## config.mk

```make
export PLATFORM = sky130hd
export DESIGN_NAME = ifu_fetch
export DESIGN_NICKNAME = d
export VERILOG_FILES = /design/src/rtl/ifu_fetch.sv
export SDC_FILE = /design/constraint.sdc
export NUM_CORES = 1
export LEC_CHECK = 0
export BUFFER_PORTS_ARGS = -buffer_cell sky130_fd_sc_hd__buf_2
export CORE_MARGIN = 2
export CORE_UTILIZATION = 50
export CTS_CLUSTER_DIAMETER = 50
export DETAILED_ROUTE_END_ITERATION = 8
export PLACE_DENSITY = 0.87
export SYNTH_ARGS = -nofsm -noshare
export SYNTH_HDL_FRONTEND = slang
export SYNTH_SLANG_ARGS = --single-unit
```

## constraint.sdc

```tcl
create_clock -name clk -period 3.6 [get_ports clk]
set_input_delay 1.08 -clock clk [delete_from_list [all_inputs] [get_ports clk]]
set_output_delay 1.08 -clock clk [all_outputs]
set_load 0.05 [all_outputs]
```

## src/rtl/ifu_fetch.sv

```systemverilog
// ifu_fetch: single-outstanding instruction fetch unit handing words and their PCs to the decoder.
// Optional build macro IFU_PERF_EN adds decoder handshake / stall performance counters.
module ifu_fetch #(
    parameter int XLEN = 64,
    parameter logic [XLEN-1:0] RESET_PC = 64'h8000_0000
) (
    input  logic            clk,
    input  logic            rst,
    input  logic            redirect_valid,
    input  logic [XLEN-1:0] redirect_pc,
    output logic            imem_req_valid,
    input  logic            imem_req_ready,
    output logic [XLEN-1:0] imem_req_addr,
    input  logic            imem_resp_valid,
    input  logic [31:0]     imem_resp_data,
    output logic            inst_valid,
    input  logic            inst_ready,
    output logic [31:0]     inst,
    output logic [XLEN-1:0] inst_pc
`ifdef IFU_PERF_EN
    ,
    output logic [63:0]     perf_fetch_cnt,
    output logic [63:0]     perf_stall_cnt
`endif
);

    // state | meaning
    // IDLE  | first cycle out of reset
    // REQ   | request presented to instruction memory
    // WAIT  | request accepted, awaiting the response
    // HOLD  | instruction presented to the decoder
    typedef enum logic [1:0] {IDLE, REQ, WAIT, HOLD} state_t;

    state_t          state_q, state_d;
    logic [XLEN-1:0] pc_q, pc_d;
    logic            drop_q, drop_d;
    logic            req_valid_q, req_valid_d;
    logic            inst_valid_q, inst_valid_d;
    logic [31:0]     inst_q, inst_d;
    logic [XLEN-1:0] inst_pc_q, inst_pc_d;
    logic [XLEN-1:0] redir_pc;

    assign redir_pc = {redirect_pc[XLEN-1:2], 2'b00};

    always_comb begin
        state_d   = state_q;
        pc_d      = pc_q;
        drop_d    = drop_q;
        inst_d    = inst_q;
        inst_pc_d = inst_pc_q;
        case (state_q)
            IDLE: state_d = REQ;
            REQ: begin
                if (redirect_valid) pc_d = redir_pc;
                if (imem_req_ready) begin
                    state_d = WAIT;
                    // an accepted request to the stale PC must be discarded when it returns
                    drop_d  = redirect_valid;
                end
            end
            WAIT: begin
                if (imem_resp_valid) begin
                    drop_d  = 1'b0;
                    state_d = REQ;
                    if (redirect_valid) begin
                        pc_d = redir_pc;
                    end else if (!drop_q) begin
                        inst_d    = imem_resp_data;
                        inst_pc_d = pc_q;
                        pc_d      = pc_q + {{(XLEN-3){1'b0}}, 3'd4};
                        state_d   = HOLD;
                    end
                end else if (redirect_valid) begin
                    pc_d   = redir_pc;
                    drop_d = 1'b1;
                end
            end
            HOLD: begin
                if (redirect_valid) begin
                    pc_d    = redir_pc;
                    state_d = REQ;
                end else if (inst_ready) begin
                    state_d = REQ;
                end
            end
            default: state_d = IDLE;
        endcase
        req_valid_d  = (state_d == REQ);
        inst_valid_d = (state_d == HOLD);
    end

    always_ff @(posedge clk) begin
        if (rst) begin
            state_q      <= IDLE;
            pc_q         <= RESET_PC;
            drop_q       <= 1'b0;
            req_valid_q  <= 1'b0;
            inst_valid_q <= 1'b0;
            inst_q       <= '0;
            inst_pc_q    <= '0;
        end else begin
            state_q      <= state_d;
            pc_q         <= pc_d;
            drop_q       <= drop_d;
            req_valid_q  <= req_valid_d;
            inst_valid_q <= inst_valid_d;
            inst_q       <= inst_d;
            inst_pc_q    <= inst_pc_d;
        end
    end

    assign imem_req_valid = req_valid_q;
    assign imem_req_addr  = pc_q;
    assign inst_valid     = inst_valid_q;
    assign inst           = inst_q;
    assign inst_pc        = inst_pc_q;

`ifdef IFU_PERF_EN
    logic [63:0] perf_fetch_q, perf_stall_q;

    always_ff @(posedge clk) begin
        if (rst) begin
            perf_fetch_q <= '0;
            perf_stall_q <= '0;
        end else begin
            if (inst_valid_q && inst_ready)  perf_fetch_q <= perf_fetch_q + 64'd1;
            if (inst_valid_q && !inst_ready) perf_stall_q <= perf_stall_q + 64'd1;
        end
    end

    assign perf_fetch_cnt = perf_fetch_q;
    assign perf_stall_cnt = perf_stall_q;
`endif

endmodule

```

## Yosys cells after proc, flatten, opt, wreduce, memory -nomap -nowiden

Index checks and enable logic that the tools add are counted.
Widths: inputs -> output; s select.

| cells by class | value |
|---|---|
| mux-type cells | 16 |
| bitwise operators | 2 |
| reduce and logical (&&, ||, !) cells | 7 |
| eq/ne operators | 8 |
| add/sub/neg operators | 1 |

Operators by type and width:

| cell | number |
|---|---|
| $mux 64 | 4 |
| $pmux 64 s2 | 1 |
| $add 64x3->64 const B | 1 |
| $mux 2 | 6 |
| $pmux 2 s4 | 1 |
| $eq 2x2->1 const B | 3 |
| $eq 2x1->1 const B | 2 |
| $ne 4x4->1 const B | 1 |
| $reduce_and 4->1 | 1 |
| $reduce_bool 2->1 | 2 |
| $mux 1 | 3 |
| $ne 3x3->1 const B | 1 |
| $reduce_and 3->1 | 1 |
| $logic_not 2->1 | 1 |
| $ne 2x2->1 const B | 1 |
| $not 1->1 | 2 |
| $pmux 1 s2 | 1 |
| $reduce_and 2->1 | 1 |
| $reduce_or 2->1 | 1 |

| word-level totals | value |
|---|---|
| register bits after elaboration | 165 |
| bits of input ports | 102 |
| output and inout port bits | 162 |

## Depth between registers and ports, before layout

| logic depth | value |
|---|---|
| depth after elaboration | 5 |
| depth in mapped cells | 8 |
| depth with buffers taken out | 6 |

## Worst setup path before layout

Ideal clock, no wire load.

| path | value |
|---|---|
| kind | input to register |
| start | input imem_resp_valid |
| end | register inst_pc_q[40] (netlist: inst_pc[40]) |
| data required time | 3530 ps |
| path slack | 675 ps |
| stages on the path | 8 |
| library setup time | 70 ps |
| buffers on the path | 4 |
| arrival time | 2854 ps |
| cells stage by stage | buf_2 -> nor3b_1 -> and2_1 -> clkbuf_1 -> buf_2 -> buf_2 -> nand2_1 -> a21oi_1 |

| on the way | value |
|---|---|
| longest elaborated chain between the ends | 1 |

RTL lines:

| element | RTL line | RTL |
|---|---|---|
| start, declared | 14 | `input logic imem_resp_valid,` |
| $reduce_and 4->1 (no line) | n/a |  |
| end signal, assigned | 108 | `inst_pc_q <= inst_pc_d;` |
| end, declared | 40 | `logic [XLEN-1:0] inst_pc_q, inst_pc_d;` |

No other way between the ends.
A chain may end at the register's enable or synchronous reset.

## Final worst setup path

| path | value |
|---|---|
| start | input imem_resp_valid |
| end | register pc_q[39] (netlist: imem_req_addr[39]) |

| on the way | value |
|---|---|
| longest elaborated chain between the ends | 2 |
| elaborated cells on any way between the ends | 4 |
| those cells by class | eq/ne: 1; mux: 2; reduce/logical: 1 |

RTL lines:

| element | RTL line | RTL |
|---|---|---|
| $ne 4x4->1 (no line) or $mux 64 (tied branches) | n/a |  |
| $reduce_and 2->1 (no line) or $pmux 64 s2 (tied branches) | n/a |  |
| end signal, assigned | 103 | `pc_q <= pc_d;` |
| end, declared | 35 | `logic [XLEN-1:0] pc_q, pc_d;` |

Several ways; a longest one is shown, not always the timed one.

==> flow_metrics.py <==
metrics = {
    "logic_synthesis": {
        "syn_inst": 1079,
        "synth_flop_cell": "dfxtp_1",
        "muxShareOfSynthArea": 0.0208,
        "synth.area.top_cells": "dfxtp_1 (41%), nand2_1 (12%), a21oi_1 (8.7%)",
        "synthArstFlopShare": 0,
        "synth_area_sq_um": 8060,
        "yosysMostFrequentCell": "nand2_1",
        "synthAdderAreaFrac": 0.00155,
        "synth_area_per_cell_sq_um": 7.47,
        "synth_common_cells": "nand2_1 (251), dfxtp_1 (165), a21oi_1 (140)",
        "synth_seq_cells": 165,
        "yosysUniqueCellTypes": 64,
        "yosys.area.top_type": "dfxtp_1",
        "ys_seq_area_frac": 0.410,
        "synth-edff-count": 0,
        "synth_top_family_by_area": "simple AND/OR/NAND/NOR gates",
        "synth_nets": 1182,
        "synth-simple-area-share": 0.303,
        "synth-warning-count": 0,
        "synth_top_area_share": 0.410,
        "synth_compound_area_frac": 0.214,
        "synth-xor-area-share": 0,
    },
    "detailed_routing": {
        "dr.pass1.iters": 8,
        "finalWirelength_um": 27700,
        "vias": 9217,
        "wl_per_cell_um": 18.0,
        "vias_per_cell": 6.01,
        "drt_iter0_markers": 929,
        "drc": 0,
        "postRouteAntennaNets": 0,
    },
    "global_route": {
        "grt_pass1_vias": 8107,
        "grt_pass1_wl_um": 41900,
        "antenna_found_initial": 2,
        "track_usage": 0.309,
        "gr-total-overflow": 0,
        "grt_max_degree": 70,
    },
    "power": {
        "p_leak_uw": 0.00409,
        "powerDensity_nw_per_um2": 445,
        "p_comb_frac": 0.150,
        "p_seq_frac": 0.446,
        "clkPwrFrac": 0.404,
        "vdd_ir_drop_max_mv": 0.331,
        "power.total_uw": 4530,
        "swShare": 0.320,
        "p_int_uw": 3080,
        "p_sw_uw": 1450,
    },
    "floorplanning": {
        "initial_core_util": 0.509,
        "num_rows": 46,
        "core_sq_um": 15800,
        "ios": 264,
        "die_w_um": 131,
        "die_area_sq_um": 17100,
        "die_h_um": 131,
    },
    "cts": {
        "cts_buffers": 17,
        "post_cts_buffers": 0,
        "ctsHoldBuffers": 0,
        "cts_root_buffer": "clkbuf_16",
        "cts-resized-gates": 0,
        "clk_path_buf_depth": 2,
        "cts_tree": "built",
        "cts_sinks": 165,
        "cts_max_level": 4,
        "clk_latency_ps": 430,
        "clk_pin_slew_ps": 70,
    },
    "setup_path": {
        "end_kind": "flop",
        "start_kind": "primary input",
        "timing.setup.critical_path_class": "in2reg",
        "worstPathRequired_ps": 3880,
        "path_common_cell": "o21ai_0",
        "cp_max_fo": 12,
        "crit_slowest_cell": "o21ai_0",
        "cp_cell_sequence": "buf_2 > a21boi_0 > o21ai_0 > buf_4 > nor2_1 > a32oi_1 > o21ai_0",
        "crit_arrival_ps": 3030,
        "crit_family": "compound AO/OA/AOI/OAI gates",
        "crit_buf_inv": 2,
        "max_stage_delay_ps": 940,
    },
    "cells_and_area": {
        "seq_area_sq_um": 3300,
        "multi_input_area_sq_um": 4380,
        "insertedDiodeCount": 0,
        "drive_gt1_frac": 0.266,
        "fillers": 1399,
        "finish.utilization": 0.643,
        "area_delta_synth_final_pct": 26.4,
        "nets": 1407,
        "fin_cells": 1533,
    },
    "placed_design": {
        "post-dp-hpwl_um": 19500,
        "gp_congestion": 0.974,
        "dp.cells": 1501,
        "portBuffers": 261,
    },
    "timing": {
        "tns_ps": 0,
        "hold_viol": 0,
        "timing.final.crit_share": 0.765,
        "setup_viol": 0,
        "finClkSkew_ps": 10.1,
        "holdWs_ps": 452,
        "slew_headroom": 0.181,
        "rsz0062_at_grt": "false",
        "tightest_slew_ps": 1210,
        "slew_viol_final": 0,
        "fmax_ghz": 0.363,
        "finalCriticalPeriod_ps": 2750,
    },
    "status": {
        "outcome": "complete, no violations",
    },
    "hold_path": {
        "hp-class": "reg2reg",
    },
    "job": {
        "maxCapViolCount": 0,
    },
}
## power groups by stage
stage	Combinational (uW)	Clock (uW)	Sequential, uW
2_1_floorplan	278	0	2200
3_3_place_gp	660	0	2050
3_5_place_dp	669	0	2050
4_1_cts	671	1850	2010
5_1_grt	723	1930	2030
6_report	680	1830	2020
## routing by layer
layer	track usage	vias up	share of wire
met5	0	-	0.00083
met4	0.121	4	0.031
met3	0.0831	76	0.11
met2	0.483	538	0.46
met1	0.409	4265	0.40
li1	-	4334	-
## cells in the final DEF, fill, tap and decap left out, types with 4 or more instances in the layout
master / count
buf_2: 260
and3_1: 14
a31oi_1: 17
buf_4: 36
o21ai_0: 31
a22oi_1: 11
o211ai_1: 9
nor2b_1: 8
nor4_1: 14
a21o_1: 6
or4_1: 15
and2_1: 5
inv_8: 6
nor2_1: 51
a21oi_1: 139
nand2_1: 250
o31a_1: 4
o22ai_1: 5
mux2_2: 6
o311ai_0: 6
a211oi_1: 13
nor3b_1: 4
nor3_1: 28
or3_1: 10
and4_1: 10
dfxtp_1: 165
clkbuf_16: 17
nand3_1: 37
nand4_1: 40
mux2i_1: 10
inv_1: 14
o21a_1: 5
## worst min-delay path, cell delays in order, from the launching register on
cell and delay, ps:
dfxtp_1 310, nand2_1 50, a21oi_1 50
## layout make-up
cell class,count,share of cell area
clock buffers,17,0.0418
clock inverters,15,0.0157
inverters,15,0.00553
multi-input cells,808,0.430
flip-flops and latches,165,0.324
well taps,216,0.0265
repair buffers,297,0.156
## registers in the layout, summed over array words and instances (netlist names)
name and count:
imem_req_valid 1, inst 32, inst_valid 1, state_q 2, inst_pc 64, drop_q 1
imem_req_addr 64
## cells by family after synthesis
| kind of cell | count (synthesis) |
|---|---|
| AOI/OAI and AO/OA | 283 |
| adders and majority gates | 1 |
| buffers and inverters | 106 |
| DFF | 165 |
| muxes | 16 |
| and+or+nand+nor | 508 |
## metrics by stage
stage	instance area (sq um)	setup slack, ps
after floorplan	8060	675
after global placement	9600	561
after detailed placement	9600	481
after CTS	10200	923
after global routing	10200	686
final	10200	847
## path summary, 6_finish.rpt
check,end,slack [ps],start,depth (start not counted)
max,imem_req_addr[39],850,imem_resp_valid,7
max reg2reg,imem_req_addr[57],960,imem_req_addr[12],5
min,inst[10],450,inst[10],2
min reg2reg,inst[10],450,inst[10],2
No activity file was read; power rests on OpenSTA's default activity.
